==> config.mk <==
export PLATFORM = sky130hd
export DESIGN_NAME = control_unit
export DESIGN_NICKNAME = d
export VERILOG_FILES = /design/src/rtl/cu_pkg.sv /design/src/rtl/cu_decoder.sv /design/src/rtl/control_unit.sv
export SDC_FILE = /design/constraint.sdc
export NUM_CORES = 1
export LEC_CHECK = 0
export ABC_AREA = 1
export CORE_MARGIN = 2
export CORE_UTILIZATION = 33
export CTS_CLUSTER_DIAMETER = 30
export CTS_CLUSTER_SIZE = 24
export DETAILED_ROUTE_END_ITERATION = 12
export PLACE_DENSITY_LB_ADDON = 0.2
export SLEW_MARGIN = 15
export SYNTH_ARGS = -nofsm -noshare
export SYNTH_HDL_FRONTEND = slang
export SYNTH_SLANG_ARGS = --single-unit
==> constraint.sdc <==
create_clock -name clock -period 5.3 [get_ports clock]
set_input_delay 0.795 -clock clock [delete_from_list [all_inputs] [get_ports clock]]
set_output_delay 0.795 -clock clock [all_outputs]
set_load 0.03 [all_outputs]
==> src/rtl/cu_pkg.sv <==
// Shared types and constants for the LEGv8-subset control unit: states, instruction
// classes, opcodes, datapath function codes and the control-word layout.
package cu_pkg;

    typedef enum logic [2:0] {
        StInit, StFetch, StDecode, StExec, StMem, StHalt
    } state_e;

    typedef enum logic [2:0] {
        ClsR, ClsImm, ClsLdur, ClsStur, ClsB, ClsCbz, ClsBcond, ClsIllegal
    } cls_e;

    localparam logic [10:0] OP_ADD  = 11'b10001011000;
    localparam logic [10:0] OP_SUB  = 11'b11001011000;
    localparam logic [10:0] OP_AND  = 11'b10001010000;
    localparam logic [10:0] OP_ORR  = 11'b10101010000;
    localparam logic [10:0] OP_ADDS = 11'b10101011000;
    localparam logic [10:0] OP_SUBS = 11'b11101011000;
    localparam logic [10:0] OP_LDUR = 11'b11111000010;
    localparam logic [10:0] OP_STUR = 11'b11111000000;
    localparam logic [9:0]  OP_ADDI = 10'b1001000100;
    localparam logic [9:0]  OP_SUBI = 10'b1101000100;
    localparam logic [7:0]  OP_CBZ   = 8'b10110100;
    localparam logic [7:0]  OP_BCOND = 8'b01010100;
    localparam logic [5:0]  OP_B     = 6'b000101;

    localparam logic [3:0] COND_EQ = 4'b0000;
    localparam logic [3:0] COND_NE = 4'b0001;
    localparam logic [3:0] COND_GE = 4'b1010;
    localparam logic [3:0] COND_LT = 4'b1011;

    localparam logic [4:0] FS_AND = 5'b00000;
    localparam logic [4:0] FS_OR  = 5'b00100;
    localparam logic [4:0] FS_ADD = 5'b01000;
    localparam logic [4:0] FS_SUB = 5'b01001;

    localparam logic [1:0] DTS_ALU  = 2'd0;
    localparam logic [1:0] DTS_REGB = 2'd1;
    localparam logic [1:0] DTS_PC4  = 2'd2;
    localparam logic [1:0] DTS_MEM  = 2'd3;

    localparam logic [1:0] PC_HOLD = 2'd0;
    localparam logic [1:0] PC_INC  = 2'd1;
    localparam logic [1:0] PC_ADD  = 2'd2;
    localparam logic [1:0] PC_LOAD = 2'd3;

    localparam logic [1:0] MEM_IDLE = 2'b00;
    localparam logic [1:0] MEM_SEL  = 2'b01;

    localparam int unsigned CW_W            = 36;
    localparam int unsigned FS_LSB          = 31;
    localparam int unsigned SA_LSB          = 26;
    localparam int unsigned SB_LSB          = 21;
    localparam int unsigned DA_LSB          = 16;
    localparam int unsigned W_REG_BIT       = 15;
    localparam int unsigned C0_BIT          = 14;
    localparam int unsigned MEM_CS_LSB      = 12;
    localparam int unsigned B_SEL_BIT       = 11;
    localparam int unsigned MEM_WE_BIT      = 10;
    localparam int unsigned IR_LOAD_BIT     = 9;
    localparam int unsigned STATUS_LOAD_BIT = 8;
    localparam int unsigned SIZE_LSB        = 6;
    localparam int unsigned ADD_TRI_BIT     = 5;
    localparam int unsigned DATA_TRI_LSB    = 3;
    localparam int unsigned PC_SEL_BIT      = 2;
    localparam int unsigned PC_FS_LSB       = 0;

    typedef struct packed {
        logic [4:0] fs;
        logic [4:0] sa;
        logic [4:0] sb;
        logic [4:0] da;
        logic       w_reg;
        logic       c0;
        logic [1:0] mem_cs;
        logic       b_sel;
        logic       mem_write_en;
        logic       ir_load;
        logic       status_load;
        logic [1:0] size;
        logic       add_tri_sel;
        logic [1:0] data_tri_sel;
        logic       pc_sel;
        logic [1:0] pc_fs;
    } cw_t;

    function automatic logic [CW_W-1:0] pack_cw(input cw_t c);
        logic [CW_W-1:0] w;
        w = '0;
        w[FS_LSB +: 5]       = c.fs;
        w[SA_LSB +: 5]       = c.sa;
        w[SB_LSB +: 5]       = c.sb;
        w[DA_LSB +: 5]       = c.da;
        w[W_REG_BIT]         = c.w_reg;
        w[C0_BIT]            = c.c0;
        w[MEM_CS_LSB +: 2]   = c.mem_cs;
        w[B_SEL_BIT]         = c.b_sel;
        w[MEM_WE_BIT]        = c.mem_write_en;
        w[IR_LOAD_BIT]       = c.ir_load;
        w[STATUS_LOAD_BIT]   = c.status_load;
        w[SIZE_LSB +: 2]     = c.size;
        w[ADD_TRI_BIT]       = c.add_tri_sel;
        w[DATA_TRI_LSB +: 2] = c.data_tri_sel;
        w[PC_SEL_BIT]        = c.pc_sel;
        w[PC_FS_LSB +: 2]    = c.pc_fs;
        return w;
    endfunction

endpackage

==> src/rtl/cu_decoder.sv <==
// Combinational instruction decoder: classifies IR, selects the ALU function, extracts
// register fields and all immediate forms, and evaluates the B.cond condition.
module cu_decoder
    import cu_pkg::*;
(
    input  logic [31:0] ir,
    input  logic [3:0]  status,
    output cls_e        cls,
    output logic [4:0]  alu_fs,
    output logic        alu_c0,
    output logic        set_flags,
    output logic        cond_taken,
    output logic [4:0]  rn,
    output logic [4:0]  rm,
    output logic [4:0]  rt,
    output logic [63:0] k_imm,
    output logic [63:0] k_dt,
    output logic [63:0] k_br,
    output logic [63:0] k_cb
);

    logic z, n, v;
    logic cond_ok;
    logic unused_carry;

    assign z            = status[0];
    assign n            = status[1];
    assign v            = status[3];
    assign unused_carry = status[2];

    assign rn    = ir[9:5];
    assign rm    = ir[20:16];
    assign rt    = ir[4:0];
    assign k_imm = {52'd0, ir[21:10]};
    assign k_dt  = {{55{ir[20]}}, ir[20:12]};
    assign k_br  = {{36{ir[25]}}, ir[25:0], 2'b00};
    assign k_cb  = {{43{ir[23]}}, ir[23:5], 2'b00};

    always_comb begin
        cond_ok    = 1'b1;
        cond_taken = 1'b0;
        case (ir[3:0])
            COND_EQ: cond_taken = z;
            COND_NE: cond_taken = !z;
            COND_GE: cond_taken = (n == v);
            COND_LT: cond_taken = (n != v);
            default: cond_ok = 1'b0;
        endcase
    end

    // Widest opcode field wins; the subset has no overlaps so order only matters for speed.
    always_comb begin
        cls       = ClsIllegal;
        alu_fs    = FS_AND;
        alu_c0    = 1'b0;
        set_flags = 1'b0;
        case (ir[31:21])
            OP_ADD:  begin cls = ClsR; alu_fs = FS_ADD; end
            OP_ADDS: begin cls = ClsR; alu_fs = FS_ADD; set_flags = 1'b1; end
            OP_SUB:  begin cls = ClsR; alu_fs = FS_SUB; alu_c0 = 1'b1; end
            OP_SUBS: begin cls = ClsR; alu_fs = FS_SUB; alu_c0 = 1'b1; set_flags = 1'b1; end
            OP_AND:  begin cls = ClsR; alu_fs = FS_AND; end
            OP_ORR:  begin cls = ClsR; alu_fs = FS_OR; end
            OP_LDUR: begin cls = ClsLdur; alu_fs = FS_ADD; end
            OP_STUR: begin cls = ClsStur; alu_fs = FS_ADD; end
            default: begin
                if (ir[31:22] == OP_ADDI) begin
                    cls    = ClsImm;
                    alu_fs = FS_ADD;
                end else if (ir[31:22] == OP_SUBI) begin
                    cls    = ClsImm;
                    alu_fs = FS_SUB;
                    alu_c0 = 1'b1;
                end else if (ir[31:24] == OP_CBZ) begin
                    cls = ClsCbz;
                end else if (ir[31:24] == OP_BCOND) begin
                    cls = cond_ok ? ClsBcond : ClsIllegal;
                end else if (ir[31:26] == OP_B) begin
                    cls = ClsB;
                end
            end
        endcase
    end

endmodule

==> src/rtl/control_unit.sv <==
// Multi-cycle LEGv8-subset sequencer driving the datapath control word and constant k.
// Define CU_HALT_EN to trap illegal instructions in a sticky HALT state.
module control_unit
    import cu_pkg::*;
#(
    parameter logic [1:0] FETCH_SIZE = 2'b10,
    parameter logic [1:0] DATA_SIZE  = 2'b11
) (
    input  logic        clock,
    input  logic        reset,
    input  logic [31:0] IR_out,
    input  logic [3:0]  status,
    input  logic [63:0] data_bus,
    input  logic        mem_ready,
    output logic [35:0] controlWord,
    output logic [63:0] k,
    output logic        halted
);

    state_e state_q, state_d;
    cls_e   cls_q;
    cls_e   dec_cls;
    logic [4:0]  dec_fs, dec_rn, dec_rm, dec_rt;
    logic        dec_c0, dec_set_flags, dec_taken;
    logic [63:0] k_imm, k_dt, k_br, k_cb;
    cw_t         cw;

    cu_decoder u_decoder (
        .ir        (IR_out),
        .status    (status),
        .cls       (dec_cls),
        .alu_fs    (dec_fs),
        .alu_c0    (dec_c0),
        .set_flags (dec_set_flags),
        .cond_taken(dec_taken),
        .rn        (dec_rn),
        .rm        (dec_rm),
        .rt        (dec_rt),
        .k_imm     (k_imm),
        .k_dt      (k_dt),
        .k_br      (k_br),
        .k_cb      (k_cb)
    );

    always_ff @(posedge clock or posedge reset) begin
        if (reset) begin
            state_q <= StInit;
            cls_q   <= ClsR;
        end else begin
            state_q <= state_d;
            if (state_q == StDecode) begin
                cls_q <= dec_cls;
            end
        end
    end

    always_comb begin
        state_d = state_q;
        case (state_q)
            StInit:   state_d = StFetch;
            StFetch:  if (mem_ready) state_d = StDecode;
            StDecode: begin
                if (dec_cls == ClsLdur || dec_cls == ClsStur) begin
                    state_d = StMem;
`ifdef CU_HALT_EN
                end else if (dec_cls == ClsIllegal) begin
                    state_d = StHalt;
`endif
                end else begin
                    state_d = StExec;
                end
            end
            StExec:   state_d = StFetch;
            StMem:    if (mem_ready) state_d = StFetch;
`ifdef CU_HALT_EN
            StHalt:   state_d = StHalt;
`endif
            default:  state_d = StInit;
        endcase
    end

    // IR_out is stable from DECODE until the next fetch, so EXEC/MEM re-use the decoder.
    always_comb begin
        cw = '0;
        k  = '0;
        case (state_q)
            StFetch: begin
                cw.add_tri_sel  = 1'b1;
                cw.data_tri_sel = DTS_MEM;
                cw.mem_cs       = MEM_SEL;
                cw.size         = FETCH_SIZE;
                cw.ir_load      = mem_ready;
            end
            StExec: begin
                case (cls_q)
                    ClsR, ClsImm: begin
                        cw.fs           = dec_fs;
                        cw.c0           = dec_c0;
                        cw.sa           = dec_rn;
                        cw.sb           = dec_rm;
                        cw.da           = dec_rt;
                        cw.w_reg        = 1'b1;
                        cw.data_tri_sel = DTS_ALU;
                        cw.pc_fs        = PC_INC;
                        if (cls_q == ClsImm) begin
                            cw.b_sel = 1'b1;
                            k        = k_imm;
                        end else begin
                            cw.status_load = dec_set_flags;
                        end
                    end
                    ClsB: begin
                        cw.pc_sel = 1'b1;
                        cw.pc_fs  = PC_ADD;
                        k         = k_br;
                    end
                    ClsCbz: begin
                        cw.sb           = dec_rt;
                        cw.data_tri_sel = DTS_REGB;
                        cw.pc_sel       = 1'b1;
                        cw.pc_fs        = (data_bus == 64'd0) ? PC_ADD : PC_INC;
                        k               = k_cb;
                    end
                    ClsBcond: begin
                        cw.pc_sel = dec_taken;
                        cw.pc_fs  = dec_taken ? PC_ADD : PC_INC;
                        k         = k_cb;
                    end
                    default: cw.pc_fs = PC_INC;
                endcase
            end
            StMem: begin
                cw.sa          = dec_rn;
                cw.b_sel       = 1'b1;
                cw.fs          = FS_ADD;
                cw.add_tri_sel = 1'b0;
                cw.mem_cs      = MEM_SEL;
                cw.size        = DATA_SIZE;
                cw.pc_fs       = mem_ready ? PC_INC : PC_HOLD;
                k              = k_dt;
                if (cls_q == ClsLdur) begin
                    cw.data_tri_sel = DTS_MEM;
                    cw.da           = mem_ready ? dec_rt : 5'd0;
                    cw.w_reg        = mem_ready;
                end else begin
                    cw.sb           = dec_rt;
                    cw.data_tri_sel = DTS_REGB;
                    cw.mem_write_en = 1'b1;
                end
            end
            default: ;
        endcase
    end

    assign controlWord = pack_cw(cw);

`ifdef CU_HALT_EN
    assign halted = (state_q == StHalt);
`else
    assign halted = 1'b0;
`endif

endmodule

## Word-level counts from Yosys, hierarchy flattened

Cells that the tools add are included.

- Bits in registers: 6
- Output and inout port bits: 101
- Word-level logic and storage cells: 103

- Eq/ne operators: 31
- Multiplexer cells: 52
- Reduce and logical (&&, ||, !) cells: 18

Operators by type and width:

| cell | number |
|---|---|
| $pmux 64 s3 | 1 |
| $pmux 64 s2 | 1 |
| $eq 11x11->1 const B | 8 |
| $logic_not 64->1 | 1 |
| $pmux 21 s2 | 1 |
| $mux 3 | 7 |
| $eq 10x10->1 const B | 2 |
| $pmux 5 s4 | 1 |
| $mux 1 | 18 |
| $eq 3x2->1 const B | 5 |
| $mux 5 | 3 |
| $reduce_or 2->1 | 7 |
| $eq 3x3->1 const B | 4 |
| $mux 12 | 1 |
| $pmux 2 s3 | 2 |
| $pmux 3 s4 | 1 |
| $reduce_or 6->1 | 2 |
| $mux 10 | 1 |
| $pmux 5 s2 | 1 |
| $pmux 3 s3 | 1 |
| $eq 4x4->1 const B | 2 |
| $eq 8x7->1 const B | 1 |
| $eq 8x8->1 const B | 1 |
| $mux 2 | 4 |
| other kinds (19) | 25 |

## Logic depth before layout (Yosys ltp)

Gate-level depths: netlist of the first run.

- Word-level depth: 13
- Mapped depth: 11
- Mapped depth without buffers: 11

## Modules after synthesis

Synthesis of the first run repeated with hierarchy kept, for this count alone.

- Cells, all modules: 964
- Area, all modules: 5277.6 µm²

Modules (own cells, without submodules):

| module | instances | cells an instance | area an instance (µm²) |
|---|---|---|---|
| control_unit | 1 | 613 | 2875.3 |
| cu_decoder | 1 | 351 | 2402.3 |

## Worst setup path before layout of the first run

No wires, ideal clock.

- Kind: in2out
- Start: input IR_out[23]
- End: output k[28]
- Arrival: 3.063 ns
- Required time: 4.505 ns
- Slack: 1.442 ns
- Stages: 5
- Buffers on the path: 1
- Path through: inv_1 nor2_4 a21oi_1 o21ai_1 buf_4

- Longest elaborated chain between the ends: 2

RTL lines:

| item | RTL line | text |
|---|---|---|
| start, declared | control_unit.sv:11 | `input logic [31:0] IR_out,` |
| $pmux 64 s3 | control_unit.sv:95 | `case (cls_q)` |
| $pmux 64 s2 | control_unit.sv:86 | `case (state_q)` |
| end, declared | control_unit.sv:16 | `output logic [63:0] k,` |

No other way between the ends.

## Worst setup path in the final report of the first run

- Start: input IR_out[20]
- End: output k[43]

- Longest elaborated chain between the ends: 1

RTL lines:

| item | RTL line |
|---|---|
| $pmux 64 s2 | control_unit.sv:86 |

No other way between the ends.

==> results by group, run 1 <==
Drt
  • DRT antenna net count: 0
  • WL final: ~9.3 mm
  • Routed len/inst: roughly 15 microns
  • Initial DRC Count: 263
  • Vias: ~3100
  • TritonRoute pass-1 iters: 5
  • Avg Vias per Cell: 4.932
  • DRC: 0

Setup path
  • Crit path max-delay cell type: clkdlybuf4s50_1
  • Cell Chain, Critical Path: clkdlybuf4s50_1 -> nand2_1 -> o21ai_2 -> buf_4 -> clkdlybuf4s50_1
  • Max stage delay on crit path: 0.74 ns
  • Top delay family on crit path: buffers and inverters
  • Crit-path max FO: 37
  • Most used cell, CP: clkdlybuf4s50_1
  • CP Buf/Inv Count: 3
  • Worst path required time: 4.51 ns
  • Crit path kind: in2out
  • CP Launch Type: input port
  • Arr. time, crit path: ~3.0 ns
  • Critical Path Sink Type: output port

STA
  • Fmax: approximately 260 MHz
  • Least-Margin Pin Slew: 0.6260 ns
  • Fin crit share: roughly 70%
  • Final Hold Viols: 0
  • Slew Viols, Final: 0
  • RSZ-0062 raised after global routing: false
  • Finish-stage setup viols: 0
  • Slew headroom: 58.13%
  • Setup TNS: 0 ns
  • Crit path time final: 3.793 ns
  • Clock skew: between 0.003 and 0.004 ns

Cells and area
  • Finished Cell Area: 3901 sq um
  • P&R area growth vs syn: 83.63%
  • Layout Nets: 664
  • Fraction of layout cells with a size suffix above 1: 4.651%
  • Ant diodes: 0

Clocking
  • TritonCTS buffer count: 3
  • CTS clk-pin slew, worst paths: ~0.04 ns
  • CTS resizes: 0
  • Post-CTS setup buffers: 0
  • CTS HTree Levels: 1
  • Worst-skew pair later-pin latency: between 0.2 and 0.25 ns
  • # hold bufs at CTS: 0
  • Maximum buffer depth of the clock tree: 2
  • CTS tree: yes
  • CTS sink count: 6
  • Root buffer cell: clkbuf_8

Placed design
  • GPL Wtd Cong: approximately 0.94
  • Port bufs: a little under 200
  • DP Area: 3860 sq um
  • Hpwl dp: 7.933 mm

Run
  • Max-capacitance violation count: 0

Floorplanning
  • Floorplan Core Area: 6277 sq um
  • Initial Utilization: between 30 and 40%
  • Die area: 7096 sq um
  • Row cnt: 29
  • Io pins: 204
  • Die W: ~84 microns
  • Die H: 84.24 microns

Yosys
  • Syn_area_per_cell: 5.259 sq um
  • EDFF count, synth: 0
  • Seq cells post-synth: 6
  • Synthesized instance count: 404
  • Synth top area share: 15.90%
  • Largest cells by area after synthesis: buf_4 16%, nor2_1 16%, nand2_1 15%
  • Sequential share of the synthesized area: 7.067%
  • Synth cell types: 34
  • Ys async rst share: 100.0%
  • Ys Warns: 0
  • Most numerous cell in the Yosys netlist: nor2_1
  • Commonest cells in the netlist: 89 x nor2_1, 86 x nand2_1, 48 x inv_1
  • Cell Area, Synth: about 2100 sq um
  • Ys flop type: dfrtp_1
  • Largest area contributor in the netlist: buf_4

Power
  • Pwr Density: 321.8 nW/um^2
  • Max IR drop VDD: between 0.0002 and 0.00025 V
  • Pleak: 1.683 nW

Global route
  • First-pass GRT wire length: approximately 15 mm
  • All-Layer GR Usage: 24.91%
  • Antenna violations before repair: 0
  • Largest net degree at the start of global routing: 38
  • Vias in the first global route: ~2900
  • Total grt overflow: 0

Worst hold path
  • Worst Hold Class: reg2reg

Status
  • Status: finished clean
==> layout make-up <==
| cell class | count | area (sq um) |
|---|---|---|
| multi-input combinational | 297 | 1421 |
| timing repair buffer | 199 | 1989 |
| inverter | 54 | 202.7 |
| fill | 606 | 2376 |
| sequential | 6 | 150.1 |
| tap | 77 | 96.34 |
| clock buffer | 3 | 41.29 |
==> worst paths after layout <==
kind | slack, ns | end | start | cells past startpoint
hold / removal | 0.60 | cls_q[1]$_DFFE_PP0N_ | cls_q[1]$_DFFE_PP0N_ | 2
max in group asynchronous | 4.31 | state_q[2]$_DFFE_PP0P_ | reset | 2
hold reg to reg | 0.60 | cls_q[1]$_DFFE_PP0N_ | cls_q[1]$_DFFE_PP0N_ | 2
setup / recovery | 1.51 | k[43] | IR_out[20] | 5
setup reg to reg | 3.85 | cls_q[2]$_DFFE_PP0N_ | state_q[2]$_DFFE_PP0P_ | 3
min in group asynchronous | 0.79 | cls_q[1]$_DFFE_PP0N_ | reset | 2
==> logic make-up (layout without fill, tap and decap cells) <==
group	after synthesis	count (layout)	synth area share, %
XOR/XNOR	1	1	0.4123
other	1	4	0.1765
buffers and inverters	104	256	26.74
AO/OA/AOI/OAI	78	78	21.55
AND/OR/NAND/NOR	214	214	44.05
flip-flops	6	6	7.067
==> where the power goes <==
part | total (mW) | leakage, nW | internal [mW] | switching (mW)
clock network | 0.0685 | 0.0216 | 0.0488 | 0.0197
registers | 0.0922 | 0.0718 | 0.0666 | 0.0256
logic | 1.09 | 1.59 | 0.418 | 0.677
==> state kept, by name, summed over array words and instances (netlist names) <==
signal,flops
cls_q,3
state_q,3
==> metal layers <==
layer  part of all wire (%)  up-vias  GRT usage [%]
li1                       -     1569              -
met1                     41     1384          32.19
met2                     48      165          43.29
met3                    8.7       19          2.753
met4                    2.2        0          7.771
met5                      0        -              0
==> through the flow <==
stage / hold slack (ns) / cells / setup WS (ns) / util, % / total power [mW]
final: 0.5967 / 636 / 1.507 / 62.15 / 1.256
after global routing: 0.6267 / 636 / 1.379 / 62.15 / 1.337
after CTS: 0.5912 / 636 / 1.528 / 62.15 / 1.255
after detailed placement: 0.5816 / 633 / 1.528 / 61.49 / 1.183
after global placement: 0.5660 / 633 / 1.536 / 61.49 / 1.169
after floorplan: 0.5310 / 407 / 1.442 / - / 0.8485
==> placed cells by master, fill, tap and decap left out <==
master,count
clkbuf_8,3
or2_2,1
nor4_1,1
nor2_4,2
buf_4,1
dfrtp_1,6
a31oi_1,1
xor2_1,1
a22oi_1,9
o22ai_2,2
nand3_1,16
o21ai_1,6
nor2_8,1
conb_1,4
clkdlybuf4s50_1,198
o21ai_2,4
inv_1,48
nand2_1,86
nand3_4,1
nor2_1,89
nand2_4,1
a21boi_1,1
nor3_4,1
o21ai_0,30
o22ai_1,10
a21oi_1,14
nor3_2,1
inv_2,6
nor3_1,5
nand4_1,7
o211ai_1,1
nand3_2,2
==> worst reg2reg max path, cell delays in order, from the launching register on <==
cell and delay [ns]:
dfrtp_1 0.41, nor3_1 0.52, inv_1 0.19, o21ai_0 0.23
Power figures use the tool's default switching activity.
==> run 2, diff against run 1 <==
--- a/config.mk
+++ b/config.mk
@@ -7,7 +7,7 @@
 export LEC_CHECK = 0
 export ABC_AREA = 1
 export CORE_MARGIN = 2
-export CORE_UTILIZATION = 33
+export CORE_UTILIZATION = 31
 export CTS_CLUSTER_DIAMETER = 30
 export CTS_CLUSTER_SIZE = 24
 export DETAILED_ROUTE_END_ITERATION = 12
==> constraint.sdc (replaced) <==
create_clock -name clock -period 3.84 [get_ports clock]
set_input_delay 0.576 -clock clock [delete_from_list [all_inputs] [get_ports clock]]
set_output_delay 0.576 -clock clock [all_outputs]
set_load 0.03 [all_outputs]
==> run 2 against run 1 <==
  * Via count about the same
  * Critical path type is now reg2out
  * Combinational power grew 38%
  * Critical path depth rose by 2
  * Clock power up 40%
  * Flip-flop and latch count unchanged
==> results by group, run 2 (synthesis results as in run 1) <==
Global route
  • Total grt overflow: 0 (unchanged)
  • Largest net degree at the start of global routing: 38 (unchanged)
  • All-Layer GR Usage: 22.49% (-2.4 points)
  • Vias in the first global route: 2894 (+0.28%)
  • First-pass GRT wire length: 13.87 mm (-5.7%)
  • Antenna violations before repair: 0 (unchanged)

STA
  • Least-Margin Pin Slew: 0.5881 ns (-0.03794 ns)
  • Worst hold slack: 0.5667 ns (-0.03003 ns)
  • Setup TNS: 0 ns (unchanged)
  • Slew headroom: 60.67% (+2.5 points)
  • Clock skew: 0.001931 ns (-0.001524 ns)
  • RSZ-0062 raised after global routing: false
  • Final Hold Viols: 0 (unchanged)
  • Worst setup margin: 0.4004 ns (-1.107 ns)
  • Crit path time final: 3.440 ns
  • Fin crit share: 89.57%
  • Fmax: 290.7 MHz
  • Slew Viols, Final: 0 (unchanged)
  • Finish-stage setup viols: 0 (unchanged)

Cells and area
  • Fraction of layout cells with a size suffix above 1: 4.821% (+0.17 points)
  • Fin util: 58.23% (-3.9 points)
  • Ant diodes: 0 (unchanged)
  • Final cell count without fillers: 640 (+0.63%)
  • Layout Nets: 665 (+0.15%)
  • Most common cell after layout, fill and taps aside: clkdlybuf4s50_1
  • Largest regs: cls_q (3), state_q (3)
  • Finished Cell Area: 3913 sq um (+0.29%)
  • P&R area growth vs syn: 84.16%
  • Commonest non-fill, non-tap cells in the layout: 198 x clkdlybuf4s50_1, 89 x nor2_1, 86 x nand2_1, 48 x inv_1, 30 x o21ai_0

Setup path
  • CP Launch Type: flip-flop
  • Arr. time, crit path: 2.86 ns (-0.14 ns)
  • Crit path kind: reg2out
  • Critical Path Sink Type: output port
  • Worst path required time: 3.26 ns (-1.25 ns)
  • Crit-path max FO: 37 (unchanged)

Floorplanning
  • Die W: 86.79 microns (+3.0%)
  • Initial Utilization: 31.62% (-2.2 points)
  • Die area: 7532 sq um (+6.1%)
  • Row cnt: 30 (+3.4%)
  • Floorplan Core Area: 6719 sq um (+7.0%)
  • Die H: 86.79 microns (+3.0%)
  • Io pins: 204 (unchanged)

Placed design
  • DP Area: 3871 sq um (+0.29%)
  • Setup Slack @ Placement: 0.6118 ns (-0.9163 ns)
  • DP Cell Count: 637 (+0.63%)
  • Hpwl dp: 7.753 mm (-2.3%)
  • GPL Wtd Cong: 0.8930 (-5.1%)
  • Port bufs: 198 (unchanged)

Drt
  • Top layer in use: met4
  • Met1 Routed Length: 3.666 mm (-3.5%)
  • DRT antenna net count: 0 (unchanged)
  • Routed len/inst: 14.14 microns (-3.5%)
  • WL final: 9.051 mm (-2.9%)
  • Avg Vias per Cell: 4.906 (-0.53%)
  • Routed met3 length: 801 microns (-1.4%)
  • Metal2 WL: 4.430 mm (-1.7%)
  • TritonRoute pass-1 iters: 5 (unchanged)
  • Vias: 3140 (+0.096%)
  • DRC: 0 (unchanged)
  • Initial DRC Count: 197 (-25%)

Clocking
  • TritonCTS buffer count: 3 (unchanged)
  • Maximum buffer depth of the clock tree: 2 (unchanged)
  • CTS sink count: 6 (unchanged)
  • CTS HTree Levels: 1 (unchanged)
  • CTS clk-pin slew, worst paths: 0.04 ns (about the same)
  • # hold bufs at CTS: 0 (unchanged)
  • Post-CTS setup buffers: 0 (unchanged)
  • CTS resizes: 0 (unchanged)
  • CTS tree: yes
  • Root buffer cell: clkbuf_8
  • Worst-skew pair later-pin latency: 0.23 ns (about the same)

Status
  • Status: finished clean

Run
  • Max-capacitance violation count: 0 (unchanged)

Power
  • Pleak: 1.687 nW (+0.25%)
  • Overall Power: 1.729 mW (+38%)
  • Max IR drop VDD: 0.0002864 V (+15%)
  • Pwr Density: 441.9 nW/um^2 (+37%)

Worst hold path
  • Worst Hold Class: in2async
==> run 2: cell count changes in the layout (fill, tap and decap cells not counted), sizes merged <==
| cell | previous run | this run |
|---|---|---|
| buf | 1 | 2 |
==> run 2: final timing paths <==
check	to	start	depth (start not counted)	slack [ns]
min in group clock	cls_q[1]$_DFFE_PP0N_	cls_q[1]$_DFFE_PP0N_	2	0.60
worst min-delay path	cls_q[0]$_DFFE_PP0N_	reset	2	0.57
worst min register to register	cls_q[1]$_DFFE_PP0N_	cls_q[1]$_DFFE_PP0N_	2	0.60
worst max-delay path	k[53]	cls_q[0]$_DFFE_PP0N_	7	0.40
worst max register to register	state_q[0]$_DFFE_PP0P_	state_q[0]$_DFFE_PP0P_	6	2.38
max in group asynchronous	state_q[2]$_DFFE_PP0P_	reset	2	3.08
==> run 2: worst max-delay path, cell delays in order (launching register included) <==
cell,delay [ns]
dfrtp_1,0.44
inv_1,0.18
nand3_1,0.35
inv_2,0.36
a21oi_1,0.13
o21ai_2,0.11
buf_4,0.31
clkdlybuf4s50_1,0.74
==> run 2: area by class of cell <==
type / count / area [sq um]
clock buffers: 3 / 41.29
fillers: 673 / 2806
inverters: 54 / 202.7
multi-input cells: 297 / 1421
flip-flops and latches: 6 / 150.1
well taps: 80 / 100.1
repair buffers: 200 / 1997
==> run 2: routing by layer <==
layer	track usage, %	vias to the layer above
met5	0	-
met4	4.830	0
met3	3.905	22
met2	40.87	166
met1	27.45	1380
li1	-	1572
==> run 2: where the power goes <==
part	internal, mW	switching (mW)	leakage (nW)
clock network	0.0674	0.0284	0.0216
logic	0.577	0.927	1.59
registers	0.0919	0.0371	0.0718
